**src/rtl/tpu_ctrl_pkg.sv**
```systemverilog
// Shared types and field layout for the systolic-array control sequencer.
// Instruction word: opcode in the top bits, base address in the rest.
package tpu_ctrl_pkg;

  localparam int unsigned ADDR_W   = 13;
  localparam int unsigned INSTR_W  = 16;
  localparam int unsigned OPC_W    = 3;
  localparam int unsigned OPC_MSB  = 15;
  localparam int unsigned OPC_LSB  = 13;
  localparam int unsigned ADDR_MSB = 12;
  localparam int unsigned ADDR_LSB = 0;
  localparam int unsigned RET_W    = 8;

  typedef enum logic [OPC_W-1:0] {
    OP_NOP = 3'd0,
    OP_LDW = 3'd1,
    OP_LDI = 3'd2,
    OP_CMP = 3'd3,
    OP_STR = 3'd4,
    OP_HLT = 3'd7
  } opcode_e;

  typedef enum logic [2:0] {
    ST_IDLE,
    ST_FETCH,
    ST_EXEC_LDW,
    ST_EXEC_LDI,
    ST_EXEC_CMP,
    ST_WAIT_ACC,
    ST_EXEC_STR,
    ST_HALTED
  } state_e;

endpackage

```
**src/rtl/seq_timer.sv**
```systemverilog
// Loadable down-counter with a zero flag; shared by the compute window
// and the accumulator-full timeout.
module seq_timer #(
  parameter int unsigned W = 4
) (
  input  logic         clk,
  input  logic         reset_i,
  input  logic         load_i,
  input  logic [W-1:0] load_val_i,
  input  logic         dec_i,
  output logic         zero_c_o
);

  logic [W-1:0] count_q;

  always_ff @(posedge clk) begin
    if (reset_i) begin
      count_q <= '0;
    end else if (load_i) begin
      count_q <= load_val_i;
    end else if (dec_i && (count_q != '0)) begin
      count_q <= count_q - W'(1);
    end
  end

  assign zero_c_o = (count_q == '0);

endmodule

```
**src/rtl/matmul_sequencer.sv**
```systemverilog
// Instruction-driven sequencer for the 2x2 systolic array: fetches 16-bit
// instructions and issues load/compute/store strobes, all outputs registered.
module matmul_sequencer
  import tpu_ctrl_pkg::*;
#(
  parameter int unsigned COMPUTE_CYCLES = 4,
  parameter int unsigned ACC_TIMEOUT    = 16
) (
  input  logic               clk,
  input  logic               reset,
  input  logic               start,
  input  logic               instr_valid,
  output logic               instr_ready,
  input  logic [INSTR_W-1:0] instr_data,
  input  logic               acc1_full,
  input  logic               acc2_full,
  output logic [ADDR_W-1:0]  base_address,
  output logic               load_weight,
  output logic               load_input,
  output logic               valid,
  output logic               store,
  output logic               busy,
  output logic               done,
  output logic               err,
  output logic [RET_W-1:0]   retired
);

  localparam int unsigned TMR_MAX = (ACC_TIMEOUT > COMPUTE_CYCLES) ? ACC_TIMEOUT : COMPUTE_CYCLES;
  localparam int unsigned TMR_W   = (TMR_MAX > 2) ? $clog2(TMR_MAX) : 1;

  state_e             state_q, state_d;
  logic [ADDR_W-1:0]  base_q, base_d;
  logic [RET_W-1:0]   retired_q, retired_d;
  logic               err_q, err_d;
  logic               pend_q, pend_d;
  logic               lw_q, lw_d, li_q, li_d, valid_q, valid_d, store_q, store_d;
  logic               done_q, done_d, busy_q, busy_d, ready_q, ready_d;
  logic               retire;
  logic               tmr_load, tmr_dec, tmr_zero;
  logic [TMR_W-1:0]   tmr_val;
  logic [OPC_W-1:0]   opc;
  logic [ADDR_W-1:0]  addr;

  assign opc  = instr_data[OPC_MSB:OPC_LSB];
  assign addr = instr_data[ADDR_MSB:ADDR_LSB];

  seq_timer #(.W(TMR_W)) u_timer (
    .clk        (clk),
    .reset_i    (reset),
    .load_i     (tmr_load),
    .load_val_i (tmr_val),
    .dec_i      (tmr_dec),
    .zero_c_o   (tmr_zero)
  );

  always_ff @(posedge clk) begin
    if (reset) begin
      state_q   <= ST_IDLE;
      base_q    <= '0;
      retired_q <= '0;
      err_q     <= 1'b0;
      pend_q    <= 1'b0;
      lw_q      <= 1'b0;
      li_q      <= 1'b0;
      valid_q   <= 1'b0;
      store_q   <= 1'b0;
      done_q    <= 1'b0;
      busy_q    <= 1'b0;
      ready_q   <= 1'b0;
    end else begin
      state_q   <= state_d;
      base_q    <= base_d;
      retired_q <= retired_d;
      err_q     <= err_d;
      pend_q    <= pend_d;
      lw_q      <= lw_d;
      li_q      <= li_d;
      valid_q   <= valid_d;
      store_q   <= store_d;
      done_q    <= done_d;
      busy_q    <= busy_d;
      ready_q   <= ready_d;
    end
  end

  // Strobes are computed from the transition so they appear in the first cycle of the new state.
  always_comb begin
    state_d  = state_q;
    base_d   = base_q;
    err_d    = err_q;
    pend_d   = pend_q;
    lw_d     = 1'b0;
    li_d     = 1'b0;
    valid_d  = 1'b0;
    store_d  = 1'b0;
    done_d   = 1'b0;
    retire   = 1'b0;
    tmr_load = 1'b0;
    tmr_dec  = 1'b0;
    tmr_val  = '0;

    case (state_q)
      ST_IDLE: begin
        if (start) state_d = ST_FETCH;
      end
      ST_FETCH: begin
        if (instr_valid) begin
          if ((opc != OP_NOP) && (opc != OP_HLT)) base_d = addr;
          case (opc)
            OP_NOP: retire = 1'b1;
            OP_LDW: begin
              state_d = ST_EXEC_LDW;
              lw_d    = 1'b1;
            end
            OP_LDI: begin
              state_d = ST_EXEC_LDI;
              li_d    = 1'b1;
            end
            OP_CMP: begin
              state_d  = ST_EXEC_CMP;
              valid_d  = 1'b1;
              tmr_load = 1'b1;
              tmr_val  = TMR_W'(COMPUTE_CYCLES - 1);
            end
            OP_STR: begin
              state_d = ST_EXEC_STR;
              store_d = pend_q;
            end
            OP_HLT: begin
              state_d = ST_HALTED;
              done_d  = 1'b1;
              retire  = 1'b1;
            end
            default: begin
              err_d  = 1'b1;
              retire = 1'b1;
            end
          endcase
        end
      end
      ST_EXEC_LDW, ST_EXEC_LDI: begin
        state_d = ST_FETCH;
        retire  = 1'b1;
      end
      ST_EXEC_CMP: begin
        if (tmr_zero) begin
          state_d  = ST_WAIT_ACC;
          tmr_load = 1'b1;
          tmr_val  = TMR_W'(ACC_TIMEOUT - 1);
        end else begin
          valid_d = 1'b1;
          tmr_dec = 1'b1;
        end
      end
      ST_WAIT_ACC: begin
        if (acc1_full && acc2_full) begin
          state_d = ST_FETCH;
          pend_d  = 1'b1;
          retire  = 1'b1;
        end else if (tmr_zero) begin
          state_d = ST_FETCH;
          err_d   = 1'b1;
          retire  = 1'b1;
        end else begin
          tmr_dec = 1'b1;
        end
      end
      ST_EXEC_STR: begin
        state_d = ST_FETCH;
        pend_d  = 1'b0;
        retire  = 1'b1;
        if (!pend_q) err_d = 1'b1;
      end
      ST_HALTED: begin
        state_d = ST_HALTED;
      end
      default: state_d = ST_IDLE;
    endcase

    retired_d = retire ? retired_q + RET_W'(1) : retired_q;
    ready_d   = (state_d == ST_FETCH);
    busy_d    = (state_d != ST_IDLE) && (state_d != ST_HALTED);
  end

  assign instr_ready  = ready_q;
  assign base_address = base_q;
  assign load_weight  = lw_q;
  assign load_input   = li_q;
  assign valid        = valid_q;
  assign store        = store_q;
  assign busy         = busy_q;
  assign done         = done_q;
  assign err          = err_q;
  assign retired      = retired_q;

endmodule

```
**config.mk**
```make
export PLATFORM = sky130hd
export DESIGN_NAME = matmul_sequencer
export DESIGN_NICKNAME = d
export VERILOG_FILES = /design/src/rtl/tpu_ctrl_pkg.sv /design/src/rtl/seq_timer.sv /design/src/rtl/matmul_sequencer.sv
export SDC_FILE = /design/constraint.sdc
export NUM_CORES = 1
export LEC_CHECK = 0
export ABC_AREA = 1
export BUFFER_PORTS_ARGS = -buffer_cell sky130_fd_sc_hd__buf_2
export CELL_PAD_IN_SITES_DETAIL_PLACEMENT = 1
export CELL_PAD_IN_SITES_GLOBAL_PLACEMENT = 1
export CORE_UTILIZATION = 36
export DETAILED_ROUTE_END_ITERATION = 16
export PLACE_DENSITY = 0.81
export SLEW_MARGIN = 40
export SYNTH_ARGS = -nofsm -noshare
export SYNTH_HDL_FRONTEND = slang
export SYNTH_SLANG_ARGS = --single-unit
```
**constraint.sdc**
```tcl
create_clock -name clk -period 1.74 [get_ports clk]
set_input_delay 0.174 -clock clk [delete_from_list [all_inputs] [get_ports clk]]
set_output_delay 0.174 -clock clk [all_outputs]
set_load 0.02 [all_outputs]
```
Yosys cells after proc, flatten, opt, wreduce, memory -nomap -nowiden
Cells that the tools add are included.
{"block": "word_totals", "out_inout_bits": 29, "in_bits": 22, "word_cells": 96, "regBits": 37}
{"block": "op_classes", "add_sub_neg": 2, "n_bitwise": 3, "eq_ne": 21, "reduce_logical": 21, "muxes": 36}
{"op": "== test 3 bit, second input constant", "n": 6}
{"op": "case mux 3 bit (6 select lines)", "n": 1}
{"op": "two-way mux 1 bit", "n": 17}
{"op": "two-way mux 3 bit", "n": 5}
{"op": "case mux 3 bit (5 select lines)", "n": 1}
{"op": "== test 3 x 2 -> 1 bit, second input constant", "n": 4}
{"op": "two-way mux 4 bit", "n": 3}
{"op": "!= test 2 bit, second input constant", "n": 6}
{"op": "== test 3 x 1 -> 1 bit, second input constant", "n": 3}
{"op": "nonzero test 3 bit", "n": 3}
{"op": "adder 8 x 1 -> 8 bit, second input constant", "n": 1}
{"op": "case mux 1 bit (2 select lines)", "n": 4}
{"op": "case mux 4 bit (2 select lines)", "n": 1}
{"op": "OR reduction 4 bit", "n": 2}
{"op": "logical NOT 3 bit", "n": 2}
{"op": "!= test 3 bit, second input constant", "n": 2}
{"op": "case mux 1 bit (3 select lines)", "n": 2}
{"op": "AND reduction 6 bit", "n": 1}
{"op": "OR reduction 3 bit", "n": 2}
{"op": "OR reduction 6 bit", "n": 1}
{"op": "logical AND 1 bit", "n": 4}
{"op": "logical NOT 4 bit", "n": 1}
{"op": "two-way mux 2 bit", "n": 2}
{"op": "nonzero test 2 bit", "n": 2}
{"op": "other kinds (5)", "n": 7}

Longest topological paths before layout
{"block": "logic_depth", "ltp_word": 7, "ltp_mapped": 9, "mapped_depth_nobuf": 9}

Hierarchy
Synthesis repeated with hierarchy kept, for this count alone.
{"block": "unflattened", "hier_cells": 252, "area_unflattened_um2": 1806.7}
{"mod": "matmul_sequencer", "cells_each": 211, "instances": 1, "seq_area_each_um2": 660.6, "area_each_um2": 1532.7}
{"mod": "seq_timer", "cells_each": 41, "instances": 1, "seq_area_each_um2": 80.1, "area_each_um2": 274.0}

Least setup slack after synthesis
No wires, ideal clock.
{"block": "synth_timing", "kind": "register -> register", "start": "register u_timer.count_q[0]", "end": "register retired_q[3], in the netlist retired[3]", "n_path_buf": 0, "setup_slack_ns": 0.375, "synth_period_minus_slack_ns": 1.365, "required_time_ns": 1.625, "stages_incl_launch_ff": 9, "arrival_time_ns": 1.250, "setup_time_ns": 0.115, "cell_sequence": "dfxtp_1 inv_1 ha_1 nand3_2 nand2_1 a21boi_1 nand2_4 a21oi_1 nor2_1"}
{"block": "synth_via", "elab_chain_cells": 4}
{"item": "from (decl)", "line": "seq_timer.sv:14", "source": "logic [W-1:0] count_q;"}
{"item": "from (signal assigned)", "line": "seq_timer.sv:20", "source": "count_q <= load_val_i;"}
{"item": "from (signal assigned)", "line": "seq_timer.sv:22", "source": "count_q <= count_q - W'(1);"}
{"item": "logical NOT 4 bit", "line": "seq_timer.sv:26", "source": "assign zero_c_o = (count_q == '0);"}
{"item": "two-way mux 1 bit", "line": "matmul_sequencer.sv:160", "source": "end else if (tmr_zero) begin"}
{"item": "two-way mux 1 bit", "line": "matmul_sequencer.sv:156", "source": "if (acc1_full && acc2_full) begin"}
{"item": "case mux 1 bit (3 select lines)", "line": "matmul_sequencer.sv:102", "source": "case (state_q)"}
{"item": "to (signal assigned)", "line": "matmul_sequencer.sv:73", "source": "retired_q <= retired_d;"}
{"item": "to (decl)", "line": "matmul_sequencer.sv:33", "source": "logic [RET_W-1:0] retired_q, retired_d;"}
No other way between the ends.
A chain may end at the register's enable or synchronous reset.

Worst setup path in the final report
{"block": "layout_timing", "start": "register state_q[0]", "end": "register busy_q, in the netlist busy"}
{"block": "layout_via", "elab_chain_cells": 5, "word_cells_on_any_way": 19, "cone_classes": "eq/ne (8); mux (7); reduce/logical (4)"}
{"item": "from (decl)", "line": "matmul_sequencer.sv:31", "source": "state_e state_q, state_d;"}
{"item": "from (signal assigned)", "line": "matmul_sequencer.sv:71", "source": "state_q <= state_d;"}
{"item": "case mux 3 bit (5 select lines), or another cell as far along", "line": "matmul_sequencer.sv:109", "source": "case (opc)"}
{"item": "two-way mux 3 bit, or another cell as far along", "line": "matmul_sequencer.sv:107", "source": "if (instr_valid) begin"}
{"item": "case mux 3 bit (6 select lines) (*)", "line": "matmul_sequencer.sv:102"}
{"item": "!= test 3 bit / nonzero test 3 bit (equally long branches)", "line": "matmul_sequencer.sv:182", "source": "busy_d = (state_d != ST_IDLE) && (state_d != ST_HALTED);"}
{"item": "logical AND 1 bit (*)", "line": "matmul_sequencer.sv:182"}
{"item": "to (signal assigned)", "line": "matmul_sequencer.sv:81", "source": "busy_q <= busy_d;"}
{"item": "to (decl)", "line": "matmul_sequencer.sv:37", "source": "logic done_q, done_d, busy_q, busy_d, ready_q, ready_d;"}
Mark *: on every way between the ends. The rest lies on a longest branch, timed or not.

==> flow_summary.rst <==
.. list-table::
   :header-rows: 1

   * - Metric
     - Value
   * - Worst path most repeated cell
     - sky130_fd_sc_hd__nand3_1
   * - HP Class
     - input pin to register
   * - Required time of the critical path
     - 1.91 ns
   * - Hold path depth
     - 3
   * - Worst VDD drop
     - 475 uV
   * - Detailed-routing iteration count for the pre-antenna-repair pass
     - 4
   * - Largest net degree at the start of global routing
     - 23
   * - Power share of the sequential group
     - 47.6%
   * - Total of warnings raised by yosys
     - 0
   * - Worst min-delay path startpoint
     - instr_data[8]
   * - CTS Hold Buffers Added
     - 0
   * - Clock transition at the registers of the reported paths
     - 0.08 ns
   * - Terminating pin of the worst hold path
     - base_address[8]
   * - Pre-CTS worst setup slack
     - 0.210 ns
   * - Number of max-cap violations
     - 0
   * - Clock Latency Late Sink
     - 0.29 ns
   * - Cell count of the worst reg-to-reg path
     - 7
   * - Vertical die dimension
     - 71.9 um
   * - 1st-iter DRT viols
     - 53
   * - Origin of the critical flop-to-flop path
     - state_q[0]
   * - CP Cell Sequence
     - buf_4 > nor2_1 > nand2_1 > o21ai_0 > inv_1 > nand3_1 > nand3_1
   * - X dimension of the die
     - 71.9 um
   * - Count of input and output buffers
     - 50
   * - Net count after synthesis
     - 264
   * - Vias in the first global route
     - 1,665
   * - Slew at the pin closest to its max-slew limit
     - 0.395 ns
   * - Top-level port count
     - 51
   * - Post-layout min period
     - 1.56 ns
   * - Remaining antenna violation count after routing
     - 0
   * - Placed wire-length estimate after detailed placement
     - 3.42 mm
   * - Outcome
     - finished clean
   * - Per-instance average area after synthesis
     - 7.32 um2
   * - Total routed wirelength
     - 4.51 mm
   * - Critical Path Max Stage Delay
     - 0.34 ns
   * - Max Clk Rate
     - 641 MHz
   * - Headroom to the max-slew limit
     - 73.4%
   * - Start-to-end type of the worst setup path
     - register to register
   * - Number of buffers created by CTS
     - 5
   * - Drt drc
     - 0
   * - Number of levels the H-tree was split into
     - 2
   * - Global-route wire length before repair
     - 7.58 mm
   * - TritonCTS clock tree
     - done
   * - Setup repair after global routing missed its margin
     - no
   * - Sequential cell area fraction in the yosys report
     - 42.1%
   * - Pint
     - 1340 uW
   * - Final global-route overflow total
     - 0
   * - Detail Route met2 WL
     - 2.20 mm
   * - Period utilisation layout
     - 89.6%
   * - Worst flop-to-flop path endpoint
     - busy
   * - Slowest cell on the critical path
     - sky130_fd_sc_hd__dfxtp_1
   * - Final Hold Violating Endpoints
     - 0
   * - Net total in the final layout
     - 319
   * - Final worst setup slack
     - 0.181 ns
   * - Share of power burned in the clock network
     - 33.0%
   * - NetSw
     - 588 uW
   * - Final count of pins violating max slew
     - 0
   * - Core area
     - 4720 um2
   * - Max Buffers Root-to-Sink
     - 2
   * - Worst-case clock skew
     - 0.00718 ns
   * - Detail Route met3 WL
     - 137 um
   * - CTS Root Buffer Type
     - sky130_fd_sc_hd__clkbuf_8
   * - Effective utilization at floorplan
     - 37.2%
   * - Clock sink total
     - 37
   * - Sw Ratio
     - 30.5%
   * - Ant diodes
     - 0
   * - Routability-driven placement congestion ratio
     - 0.789
   * - Combinational group share of total power
     - 19.4%
   * - Number of different library cells in the post-synthesis netlist
     - 29
   * - Resize count post-CTS
     - 0
   * - Total vias in the final route
     - 1,730
   * - Static Leakage
     - 0.00106 uW
   * - Antenna violations before repair
     - 0
   * - Die Footprint
     - 5170 um2
   * - Largest driver fanout on the critical path
     - 7
   * - Element type at the critical path end
     - register
   * - Total number of placement rows
     - 25
   * - Netlist Area Pre-Place
     - 1760 um2
   * - Setup slack of the worst register-to-register path
     - 0.18 ns
   * - Max Used Layer
     - met4
   * - Signal arrival time at the worst endpoint
     - 1.73 ns
   * - Post CTS Setup Buffer Count
     - 0
   * - Overall track demand over capacity in global routing
     - 18.7%
   * - Synthesized instance count
     - 240
   * - Average wire per standard cell
     - 12.4 um
   * - Ratio of total power to cell area
     - 885 nW/um2
   * - Setup total negative slack
     - 0 ns
   * - Via density
     - 4.77
   * - Post-synthesis register bit count
     - 37
   * - Worst setup path start
     - state_q[0]
   * - Final-report setup violation count
     - 0
   * - Growth of design area from synthesis to finish
     - 24.2%
   * - Startpoint types
     - register
   * - Number of buffer and inverter stages on the critical path
     - 2
   * - Critical path's top delay family
     - simple AND/OR/NAND/NOR gates
   * - Detailed-route wire length on metal 1
     - 2.11 mm
   * - Design Power
     - 1930 uW
   * - Fraction of final layout cells sized beyond drive strength 1
     - 28.7%
## final cells by class
type                       count  area [um2]
tap                           67        83.8
timing repair buffer          54         280
multi-input combinational    176         903
clock inverter                 2        13.8
inverter                      21        78.8
sequential                    37         741
fill                         626        2540
clock buffer                   6        82.6
## metrics by stage
stage / utilization (%) / cell area [um2] / hold slack [ns] / std cells
final: 46.2 / 2180 / 0.133 / 363
after global routing: 46.2 / 2180 / 0.154 / 363
after CTS: 46.1 / 2180 / 0.129 / 363
after detailed placement: 44.1 / 2080 / 0.437 / 355
after global placement: 44.1 / 2080 / 0.424 / 355
after floorplan: - / 1760 / 0.250 / 240
## synthesized netlist by cell type (all sizes together)
| master | n | area [um2] |
|---|---|---|
| nor2 | 50 | 220 |
| nand2 | 49 | 206 |
| dfxtp | 37 | 741 |
| o21ai | 24 | 124 |
| inv | 21 | 78.8 |
| nand3 | 19 | 120 |
| a21oi | 15 | 75.1 |
| nand4 | 5 | 31.3 |
| buf | 3 | 27.5 |
| clkbuf | 3 | 12.5 |
| xnor2 | 3 | 26.3 |
| xor2 | 3 | 26.3 |
| a21boi | 2 | 18.8 |
| ha | 2 | 25.0 |
| and2 | 1 | 6.26 |
| nor3 | 1 | 5.00 |
| nor3b | 1 | 7.51 |
| nor4 | 1 | 6.26 |
## tightest hold or removal path: stages
cell	delay, ns
sky130_fd_sc_hd__buf_2	0.07
sky130_fd_sc_hd__o21ai_0	0.07
sky130_fd_sc_hd__nor2_1	0.08
## how the worst max path moves through the flow
stage,slack (ns),to,cells past startpoint
after floorplan,0.37,retired[3],8
after global placement,0.23,busy,7
after detailed placement,0.21,busy,7
after CTS,0.19,busy,7
after global routing,0.01,retired[6],9
final,0.18,busy,7
## state kept, by name (all words and copies together) (netlist names)
name             flops
base_address        13
retired              8
u_timer.count_q      4
state_q              3
busy                 1
done                 1
err                  1
instr_ready          1
load_input           1
load_weight          1
pend_q               1
store                1
valid                1
## power groups by stage
| stage | logic (uW) | clock network, uW | registers [uW] |
|---|---|---|---|
| final | 376 | 637 | 919 |
| after global routing | 420 | 692 | 925 |
| after CTS | 377 | 664 | 920 |
| after detailed placement | 374 | 0 | 939 |
| after global placement | 366 | 0 | 938 |
| after floorplan | 209 | 0 | 984 |
## placed cells by master, fill, tap and decap left out
| cell | Yosys | routed |
|---|---|---|
| sky130_fd_sc_hd__o21ai_0 | 22 | 22 |
| sky130_fd_sc_hd__buf_2 | 1 | 50 |
| sky130_fd_sc_hd__clkinv_4 | 0 | 1 |
| sky130_fd_sc_hd__nor3b_1 | 1 | 1 |
| sky130_fd_sc_hd__nor2_4 | 4 | 4 |
| sky130_fd_sc_hd__nand2_2 | 3 | 3 |
| sky130_fd_sc_hd__dfxtp_1 | 37 | 37 |
| sky130_fd_sc_hd__nand3_1 | 14 | 13 |
| sky130_fd_sc_hd__buf_4 | 0 | 4 |
| sky130_fd_sc_hd__nand3_2 | 5 | 6 |
| sky130_fd_sc_hd__and2_1 | 1 | 1 |
| sky130_fd_sc_hd__nand2_4 | 2 | 2 |
| sky130_fd_sc_hd__o21ai_2 | 1 | 1 |
| sky130_fd_sc_hd__nor2_2 | 1 | 1 |
| sky130_fd_sc_hd__inv_1 | 16 | 16 |
| sky130_fd_sc_hd__nand4_1 | 5 | 5 |
| sky130_fd_sc_hd__clkinv_2 | 0 | 1 |
| sky130_fd_sc_hd__xor2_1 | 3 | 3 |
| sky130_fd_sc_hd__o21ai_1 | 1 | 1 |
| sky130_fd_sc_hd__a21boi_1 | 1 | 1 |
| sky130_fd_sc_hd__inv_2 | 5 | 5 |
| sky130_fd_sc_hd__nor3_1 | 1 | 1 |
| sky130_fd_sc_hd__nand2_1 | 44 | 44 |
| sky130_fd_sc_hd__ha_1 | 2 | 2 |
| sky130_fd_sc_hd__a21oi_1 | 15 | 15 |
| sky130_fd_sc_hd__clkbuf_8 | 0 | 6 |
| sky130_fd_sc_hd__nor2_1 | 45 | 45 |
| sky130_fd_sc_hd__xnor2_1 | 3 | 3 |
| sky130_fd_sc_hd__a21boi_2 | 1 | 1 |
| sky130_fd_sc_hd__nor4_1 | 1 | 1 |
## layer usage
| metal | up-vias | GRT usage (%) |
|---|---|---|
| met5 | - | 0 |
| met4 | 0 | 5.45 |
| met3 | 7 | 3.80 |
| met2 | 27 | 30.7 |
| met1 | 810 | 24.9 |
| li1 | 886 | - |
## logic make-up after synthesis
group / share of synthesized area (%)
simple gates: 34.3
compound gates: 12.4
flops: 42.1
buf+inv: 6.76
xor+xnor: 2.99
fa+ha+maj: 1.42
No activity file was read; power rests on OpenSTA's default activity.
